<file path="src/rtl/conv_relu_maxpool.sv">
// ReLU clamp + 2x2/stride-2 max pool over a stream of conv feature maps.
// Define POOL_ARGMAX_EN to add out_argmax (winning position in each window).
module conv_relu_maxpool #(
    parameter int DATA_WIDTH = 32,
    parameter int H          = 28,
    parameter int W          = 28,
    parameter int K          = 6
) (
    input  logic                  clk,
    input  logic                  reset,
    input  logic                  start,
    input  logic [DATA_WIDTH-1:0] in_data,
    input  logic                  in_valid,
    output logic                  in_ready,
    output logic [DATA_WIDTH-1:0] out_data,
    output logic                  out_valid,
    input  logic                  out_ready,
    output logic                  out_last,
`ifdef POOL_ARGMAX_EN
    output logic [1:0]            out_argmax,
`endif
    output logic                  busy,
    output logic                  done
);

    if ((H % 2) != 0 || H < 2) begin : g_bad_h
        $error("conv_relu_maxpool: H must be even");
    end
    if ((W % 2) != 0 || W < 2) begin : g_bad_w
        $error("conv_relu_maxpool: W must be even");
    end

    localparam int CW = (W > 1) ? $clog2(W) : 1;
    localparam int RW = (H > 1) ? $clog2(H) : 1;
    localparam int MW = (K > 1) ? $clog2(K) : 1;
    localparam int LN = W / 2;
    localparam int LW = (LN > 1) ? $clog2(LN) : 1;

    localparam logic [1:0] S_IDLE   = 2'd0;
    localparam logic [1:0] S_STREAM = 2'd1;
    localparam logic [1:0] S_DRAIN  = 2'd2;
    localparam logic [1:0] S_DONE   = 2'd3;

    logic [1:0]            state;
    logic [CW-1:0]         col;
    logic [RW-1:0]         row;
    logic [MW-1:0]         map;
    logic [DATA_WIDTH-1:0] x;
    logic [DATA_WIDTH-1:0] tmp;
    logic [DATA_WIDTH-1:0] prev;
    logic [DATA_WIDTH-1:0] pick;
    logic [DATA_WIDTH-1:0] lbuf [LN];
    logic [LW-1:0]         lidx;
    logic                  in_fire;
    logic                  out_fire;
    logic                  col_end;
    logic                  row_end;
    logic                  map_end;
    logic                  last_in;
    logic                  gt;
    logic                  use_lb;

    // Sign set means negative (including -0): clamp to +0.
    assign x       = in_data[DATA_WIDTH-1] ? '0 : in_data;
    assign lidx    = LW'(col >> 1);
    assign use_lb  = row[0] && !col[0];
    assign prev    = use_lb ? lbuf[lidx] : tmp;
    assign gt      = x > prev;
    assign pick    = gt ? x : prev;

    assign in_ready = (state == S_STREAM) && !(out_valid && !out_ready);
    assign in_fire  = in_valid && in_ready;
    assign out_fire = out_valid && out_ready;
    assign col_end  = col == CW'(W - 1);
    assign row_end  = row == RW'(H - 1);
    assign map_end  = map == MW'(K - 1);
    assign last_in  = col_end && row_end && map_end;
    assign busy     = (state == S_STREAM) || (state == S_DRAIN);
    assign done     = state == S_DONE;

    always_ff @(posedge clk or negedge reset) begin
        if (!reset) begin
            state <= S_IDLE;
            col   <= '0;
            row   <= '0;
            map   <= '0;
        end else begin
            unique case (state)
                S_IDLE: begin
                    if (start) begin
                        state <= S_STREAM;
                        col   <= '0;
                        row   <= '0;
                        map   <= '0;
                    end
                end
                S_STREAM: begin
                    if (in_fire) begin
                        col <= col_end ? '0 : col + CW'(1);
                        if (col_end) begin
                            row <= row_end ? '0 : row + RW'(1);
                            if (row_end)
                                map <= map_end ? '0 : map + MW'(1);
                        end
                        if (last_in)
                            state <= S_DRAIN;
                    end
                end
                S_DRAIN: begin
                    if (out_fire && out_last)
                        state <= S_DONE;
                end
                default: state <= S_IDLE;
            endcase
        end
    end

    always_ff @(posedge clk or negedge reset) begin
        if (!reset) begin
            tmp <= '0;
            for (int i = 0; i < LN; i++)
                lbuf[i] <= '0;
        end else if (in_fire) begin
            unique case ({row[0], col[0]})
                2'b00:   tmp <= x;
                2'b01:   lbuf[lidx] <= pick;
                2'b10:   tmp <= pick;
                default: ;
            endcase
        end
    end

    // A window closes on the odd-row/odd-col element; load wins over drain.
    always_ff @(posedge clk or negedge reset) begin
        if (!reset) begin
            out_valid <= 1'b0;
            out_data  <= '0;
            out_last  <= 1'b0;
        end else if (in_fire && row[0] && col[0]) begin
            out_valid <= 1'b1;
            out_data  <= pick;
            out_last  <= last_in;
        end else if (out_fire) begin
            out_valid <= 1'b0;
            out_last  <= 1'b0;
        end
    end

`ifdef POOL_ARGMAX_EN
    logic [1:0] tmp_arg;
    logic [1:0] prev_arg;
    logic [1:0] pick_arg;
    logic [1:0] lbuf_arg [LN];

    assign prev_arg = use_lb ? lbuf_arg[lidx] : tmp_arg;
    assign pick_arg = gt ? {row[0], col[0]} : prev_arg;

    always_ff @(posedge clk or negedge reset) begin
        if (!reset) begin
            tmp_arg    <= 2'd0;
            out_argmax <= 2'd0;
            for (int i = 0; i < LN; i++)
                lbuf_arg[i] <= 2'd0;
        end else if (in_fire) begin
            unique case ({row[0], col[0]})
                2'b00:   tmp_arg <= 2'd0;
                2'b01:   lbuf_arg[lidx] <= pick_arg;
                2'b10:   tmp_arg <= pick_arg;
                default: out_argmax <= pick_arg;
            endcase
        end
    end
`endif

endmodule

</file>
<file path="config.mk">
export PLATFORM = sky130hd
export DESIGN_NAME = conv_relu_maxpool
export DESIGN_NICKNAME = d
export VERILOG_FILES = /design/src/rtl/conv_relu_maxpool.sv
export SDC_FILE = /design/constraint.sdc
export NUM_CORES = 1
export LEC_CHECK = 0
export CAP_MARGIN = 20
export CORE_MARGIN = 8
export CORE_UTILIZATION = 55
export DETAILED_ROUTE_END_ITERATION = 6
export PLACE_DENSITY = 0.79
export SLEW_MARGIN = 20
export SYNTH_ARGS = -nofsm -noshare
export SYNTH_HDL_FRONTEND = slang
export SYNTH_SLANG_ARGS = --single-unit
</file>
<file path="constraint.sdc">
create_clock -name clk -period 6.1 [get_ports clk]
set_clock_uncertainty 0.05 [all_clocks]
set_input_delay 1.22 -clock clk [delete_from_list [all_inputs] [get_ports clk]]
set_output_delay 1.22 -clock clk [all_outputs]
set_load 0.005 [all_outputs]
</file>
# Word level (Yosys, flattened, before mapping)
# Index checks and enable logic that the tools add are counted.
# totals
output_inout_bits,37
in_bits,37
reg_bits,529
wordCells,101
# classes
order_cmp,3
eq_ne,14
addsub,3
reduce_logical,26
muxes,32
bitwise_logic,1
# ops
operator,n
448-bit bitwise mux,1
32-bit two-way mux,5
32-bit binary-select mux with 4-bit select,1
32-bit demux with 4-bit select,1
32-bit one-hot mux with 2 select lines,1
31-bit by 32-bit greater-than comparator with 1-bit output,1
31-bit two-way mux,1
5-bit two-way mux,6
5-bit one-hot mux with 2 select lines,2
3-bit two-way mux,5
1-bit logical AND,11
"5-bit by 1-bit adder with 5-bit output, second input constant",2
"5-bit == test, second input constant",2
"2-bit inequality test, second input constant",5
2-bit two-way mux,4
4-bit AND reduction,2
"2-bit == test, second input constant",3
2-bit one-hot mux with 3 select lines,1
3-bit one-hot mux with 2 select lines,1
2-bit nonzero test,3
"5-bit >= comparator, second input constant",1
"5-bit by 1-bit < comparator with 1-bit output, second input constant",1
4-bit NOT with 5-bit output,1
5-bit AND reduction,1
other kinds (10),17

# Depth between registers and ports, before layout
# logic_depth
ltp_word,8
mapped_depth,18
mapped_depth_nobuf,12

# Worst setup path before layout
# OpenSTA, ideal clock, no wires.
# synth_path
path_type,register to register
start,register col[1]
end,register tmp[1]
path_stages_with_launch,17
slack_ns,2.136
required_time_ns,5.968
t_arrival_ns,3.832
synth_period_minus_slack_ns,3.964
path_buffers,4
setup_time_ns,0.082
path_cell_list,dfrtp_1 -> buf_6 -> buf_2 -> mux4_2 -> a222oi_1 -> a31oi_1 -> inv_1 -> ha_1 -> a21oi_1 -> o21ai_0 -> a221oi_1 -> o211ai_1 -> a21oi_4 -> buf_2 -> clkbuf_1 -> o211ai_1 -> a31oi_1
# synth_via
elab_chain_cells,8
# synth_rtl
item,line,text
from (decl),45,logic [CW-1:0] col;
from (signal assigned),99,col <= col_end ? '0 : col + CW'(1);
4-bit NOT with 5-bit output (implied by the code) (*),67,assign prev = use_lb ? lbuf[lidx] : tmp;
32-bit binary-select mux with 4-bit select (*),67,
32-bit two-way mux (implied by the code) (*) (2 in a row),67,
32-bit two-way mux (*),67,
31-bit by 32-bit greater-than comparator with 1-bit output,68,assign gt = x > prev;
32-bit two-way mux (*),69,assign pick = gt ? x : prev;
32-bit one-hot mux with 2 select lines (*),124,"unique case ({row[0], col[0]})"
to (signal assigned),127,2'b10: tmp <= pick;
to (decl),49,logic [DATA_WIDTH-1:0] tmp;
# Every way passes the cells marked *; elsewhere a longest branch is shown, timed or not. The select of a mux whose other input is x is not followed.
# A chain may end at the register's enable or synchronous reset.

# Worst setup path after layout
# layout_path
start,register col[3]
end,register lbuf[0] (netlist bit)
# layout_via
elab_chain_cells,8
word_cells_on_any_way,13
classes_between,order compare (3); mux (8); bitwise (1); reduce/logical (1)
# layout_rtl
item,line,text
4-bit NOT with 5-bit output (implied by the code) (*),"67, 126",
32-bit binary-select mux with 4-bit select,67,
32-bit two-way mux (implied by the code) (2 in a row),67,
32-bit two-way mux,67,
31-bit by 32-bit greater-than comparator with 1-bit output,68,
32-bit two-way mux,69,
448-bit bitwise mux (*),126,2'b01: lbuf[lidx] <= pick;
"to (signal, indexed assignment)",126,
to (decl),52,logic [DATA_WIDTH-1:0] lbuf [LN];
# Marked as above.

==> results.py <==
metrics = {
    "synthesis": {
        "synth_top_area_cell": "dfrtp_1",
        "avgSynthCellArea_um2": 11.1,
        "synth_area_leaders": "dfrtp_1 (47%), a31oi_2 (14%), mux4_2 (7.6%)",
        "synth_top_area_frac": 0.468,
        "syn-cell-area_um2": 28300,
        "synth_nets": 2615,
        "synth.most_common_cell": "nor2_1",
        "yosys-top-cells-count": "nor2_1 (563), dfrtp_1 (529), a31oi_2 (310), a31oi_1 (217), clkbuf_1 (121)",
        "synthFlopType": "dfrtp_1",
        "yosysSeqAreaShare": 0.468,
        "synth_cell_types": 58,
        "synth_cells": 2540,
        "ys_warn_count": 0,
        "synthArstFlopShare": 1.00,
        "synth_edf_count": 0,
        "synth_seq_cells": 529,
    },
    "power": {
        "internal_power_mw": 10.7,
        "power.density_nw_per_um2": 597,
        "leakagePower_nw": 12.0,
        "switching_share": 0.421,
        "p_comb_frac": 0.480,
        "p_clk_frac": 0.187,
        "power.switching_mw": 7.79,
        "seqPwrFrac": 0.333,
        "ir_drop_v": 0.000411,
    },
    "sta": {
        "min_period_ps": 5370,
        "setup_violations": 0,
        "hold_viol_final": 0,
        "fin_crit_sh": 0.880,
        "maxSlewViolCount": 0,
        "rsz0062_at_grt": "false",
        "slew_headroom": 0.230,
        "max_freq_ghz": 0.186,
        "tightest_slew_ps": 1160,
        "setup_tns_ps": 0,
    },
    "clock_network": {
        "clock_latency_ps": 620,
        "cts_tree": "yes",
        "cts_buffers": 54,
        "post-cts-setup-buffer-count": 0,
        "cts_sinks": 529,
        "htreeDepth": 2,
        "clk_pin_slew_ps": 60,
        "cts-root-buf": "clkbuf_16",
        "hold_buffers": 0,
        "cts_resized": 0,
        "clockBufferDepth": 3,
    },
    "final_layout": {
        "nets": 2529,
        "instances_no_fill": 3176,
        "nFillCells": 4001,
        "drive_gt1_frac": 0.259,
        "seqCellArea_um2": 13200,
        "area_growth_pct": 9.33,
        "diodes": 0,
        "multiInputGateArea_um2": 13400,
    },
    "global_route": {
        "grt_pass1_vias": 21671,
        "grt_pass1_wl_um": 123000,
        "gr-total-overflow": 0,
        "antenna_found_initial": 1,
        "grt_max_degree": 133,
        "grtUsageTotal": 0.257,
    },
    "floorplan": {
        "fp.dieH_um": 243,
        "die_w_um": 243,
        "dieArea_um2": 59000,
        "initial_core_util": 0.554,
        "io_pins": 74,
        "core-area_um2": 51100,
        "rows": 83,
    },
    "route": {
        "route.met2.wl_um": 34800,
        "routed_via_density": 6.67,
        "wl_per_cell_um": 24.1,
        "met1_length_um": 30900,
        "final_antenna_net_count": 0,
        "wl_met3_um": 7490,
        "drt-initial-drc-count": 2337,
        "totalWireLength_um": 76600,
        "vias": 21182,
        "drt-pass1-iter-count": 7,
        "highest_layer": "met4",
        "drc_errors": 2,
    },
    "critical_path": {
        "endpoint_kind": "flop",
        "crit_type": "flop to flop",
        "startpoint_type": "flop",
        "cp_slowest_cell": "nor2b_4",
        "critPathMaxStageDelay_ps": 770,
        "worst-path-max-fanout": 27,
        "cp.arrival_ps": 5780,
        "crit_chain": "nor2b_4 > buf_12 > a222oi_1 > a31oi_1 > inv_1 > ha_1 > nand4_1 > inv_1 > a221oi_1 > o211ai_1 > a21oi_4 > buf_12 > or3_1 > a31oi_1",
        "required_ps": 6520,
        "r2r_slack_ps": 730,
    },
    "place": {
        "gp_congestion": 0.872,
        "post-place-cells": 3078,
        "dpl.hpwl_um": 44700,
        "io_buffers": 73,
    },
    "run_status": {
        "violations": "design-rule violations",
        "status": "finished, violations left",
    },
    "flow_run": {
        "maxCapViolCount": 0,
    },
    "min_path": {
        "hp-class": "flop to flop",
    },
}
power groups by stage:
stage	sequential [mW]	combinational, mW	clock (mW)
5_1_grt	6.33	9.57	3.62
6_report	6.16	8.88	3.46
3_5_place_dp	6.18	8.77	0
4_1_cts	6.13	8.82	3.48
3_3_place_gp	6.04	8.49	0
2_1_floorplan	5.81	7.12	0
through the flow:
step / util / hold WS (ps) / cell area (um^2) / total power, mW / setup WS [ps]
after floorplan: - / 393 / 28300 / 12.9 / 2140
after global placement: 0.570 / 406 / 29100 / 14.5 / 695
after detailed placement: 0.570 / 429 / 29100 / 15.0 / 602
after CTS: 0.606 / 442 / 31000 / 18.4 / 913
after global routing: 0.606 / 458 / 31000 / 19.5 / 627
final: 0.606 / 435 / 31000 / 18.5 / 734
critical path, delay by kind of cell, from the launching register on:
kind | cells | cell delay (ps)
DFF | 1 | 610
buffers and inverters | 4 | 750
adders and majority gates | 1 | 320
and+or+nand+nor | 3 | 1570
AOI/OAI and AO/OA | 6 | 1860
cells by family (layout without fill, tap and decap cells):
logic type,count (synthesis),in the layout,share of synthesized area
simple gates,780,780,0.129
compound gates,750,750,0.244
flops,529,529,0.468
buf+inv,341,297,0.0642
mux,99,99,0.0775
fa+ha+maj,38,38,0.0168
xor+xnor,3,3,0.000928
area by class of cell:
| type | count | share of cell area |
|---|---|---|
| Inverter | 72 | 0.00873 |
| Timing Repair Buffer | 127 | 0.0445 |
| Sequential cell | 529 | 0.428 |
| Multi-Input combinational cell | 1670 | 0.432 |
| Clock buffer | 81 | 0.0531 |
| Clock inverter | 17 | 0.00675 |
| Tap cell | 680 | 0.0275 |
per-layer routing:
| metal | up-vias | global-route usage |
|---|---|---|
| met4 | 0 | 0.116 |
| met1 | 10642 | 0.350 |
| li1 | 9192 | - |
| met5 | - | 0 |
| met3 | 259 | 0.0503 |
| met2 | 1089 | 0.397 |
final timing paths:
path / start / end / cells after the start
min reg2reg: lbuf[127] / lbuf[127] / 2
min: lbuf[127] / lbuf[127] / 2
max reg2reg: col[3] / lbuf[0] / 14
min in group asynchronous: reset / lbuf[383] / 1
max: col[3] / lbuf[0] / 14
max in group asynchronous: reset / lbuf[385] / 2
cell usage in the layout, fill, tap and decap left out, drive strengths merged, types with 9 or more instances in the layout:
cell type | netlist | final
a21oi | 53 | 53
a222oi | 31 | 31
a22oi | 34 | 34
a31oi | 527 | 527
and2 | 10 | 10
buf | 147 | 55
clkbuf | 122 | 81
clkdlybuf4s50 | 0 | 72
clkinv | 0 | 9
dfrtp | 529 | 529
ha | 38 | 38
inv | 72 | 74
mux4 | 96 | 96
nand2 | 53 | 53
nand2b | 32 | 32
nand3 | 46 | 46
nand4 | 9 | 9
nor2 | 563 | 563
nor3 | 41 | 41
o211ai | 34 | 34
o21ai | 59 | 59
state kept, by name, indices dropped and copies added, names as in the netlist:
signal,cells
row,5
out_valid,1
out_last,1
tmp,32
lbuf,448
map,3
col,5
state,2
out_data,32
(Power assumes the default switching activity.)
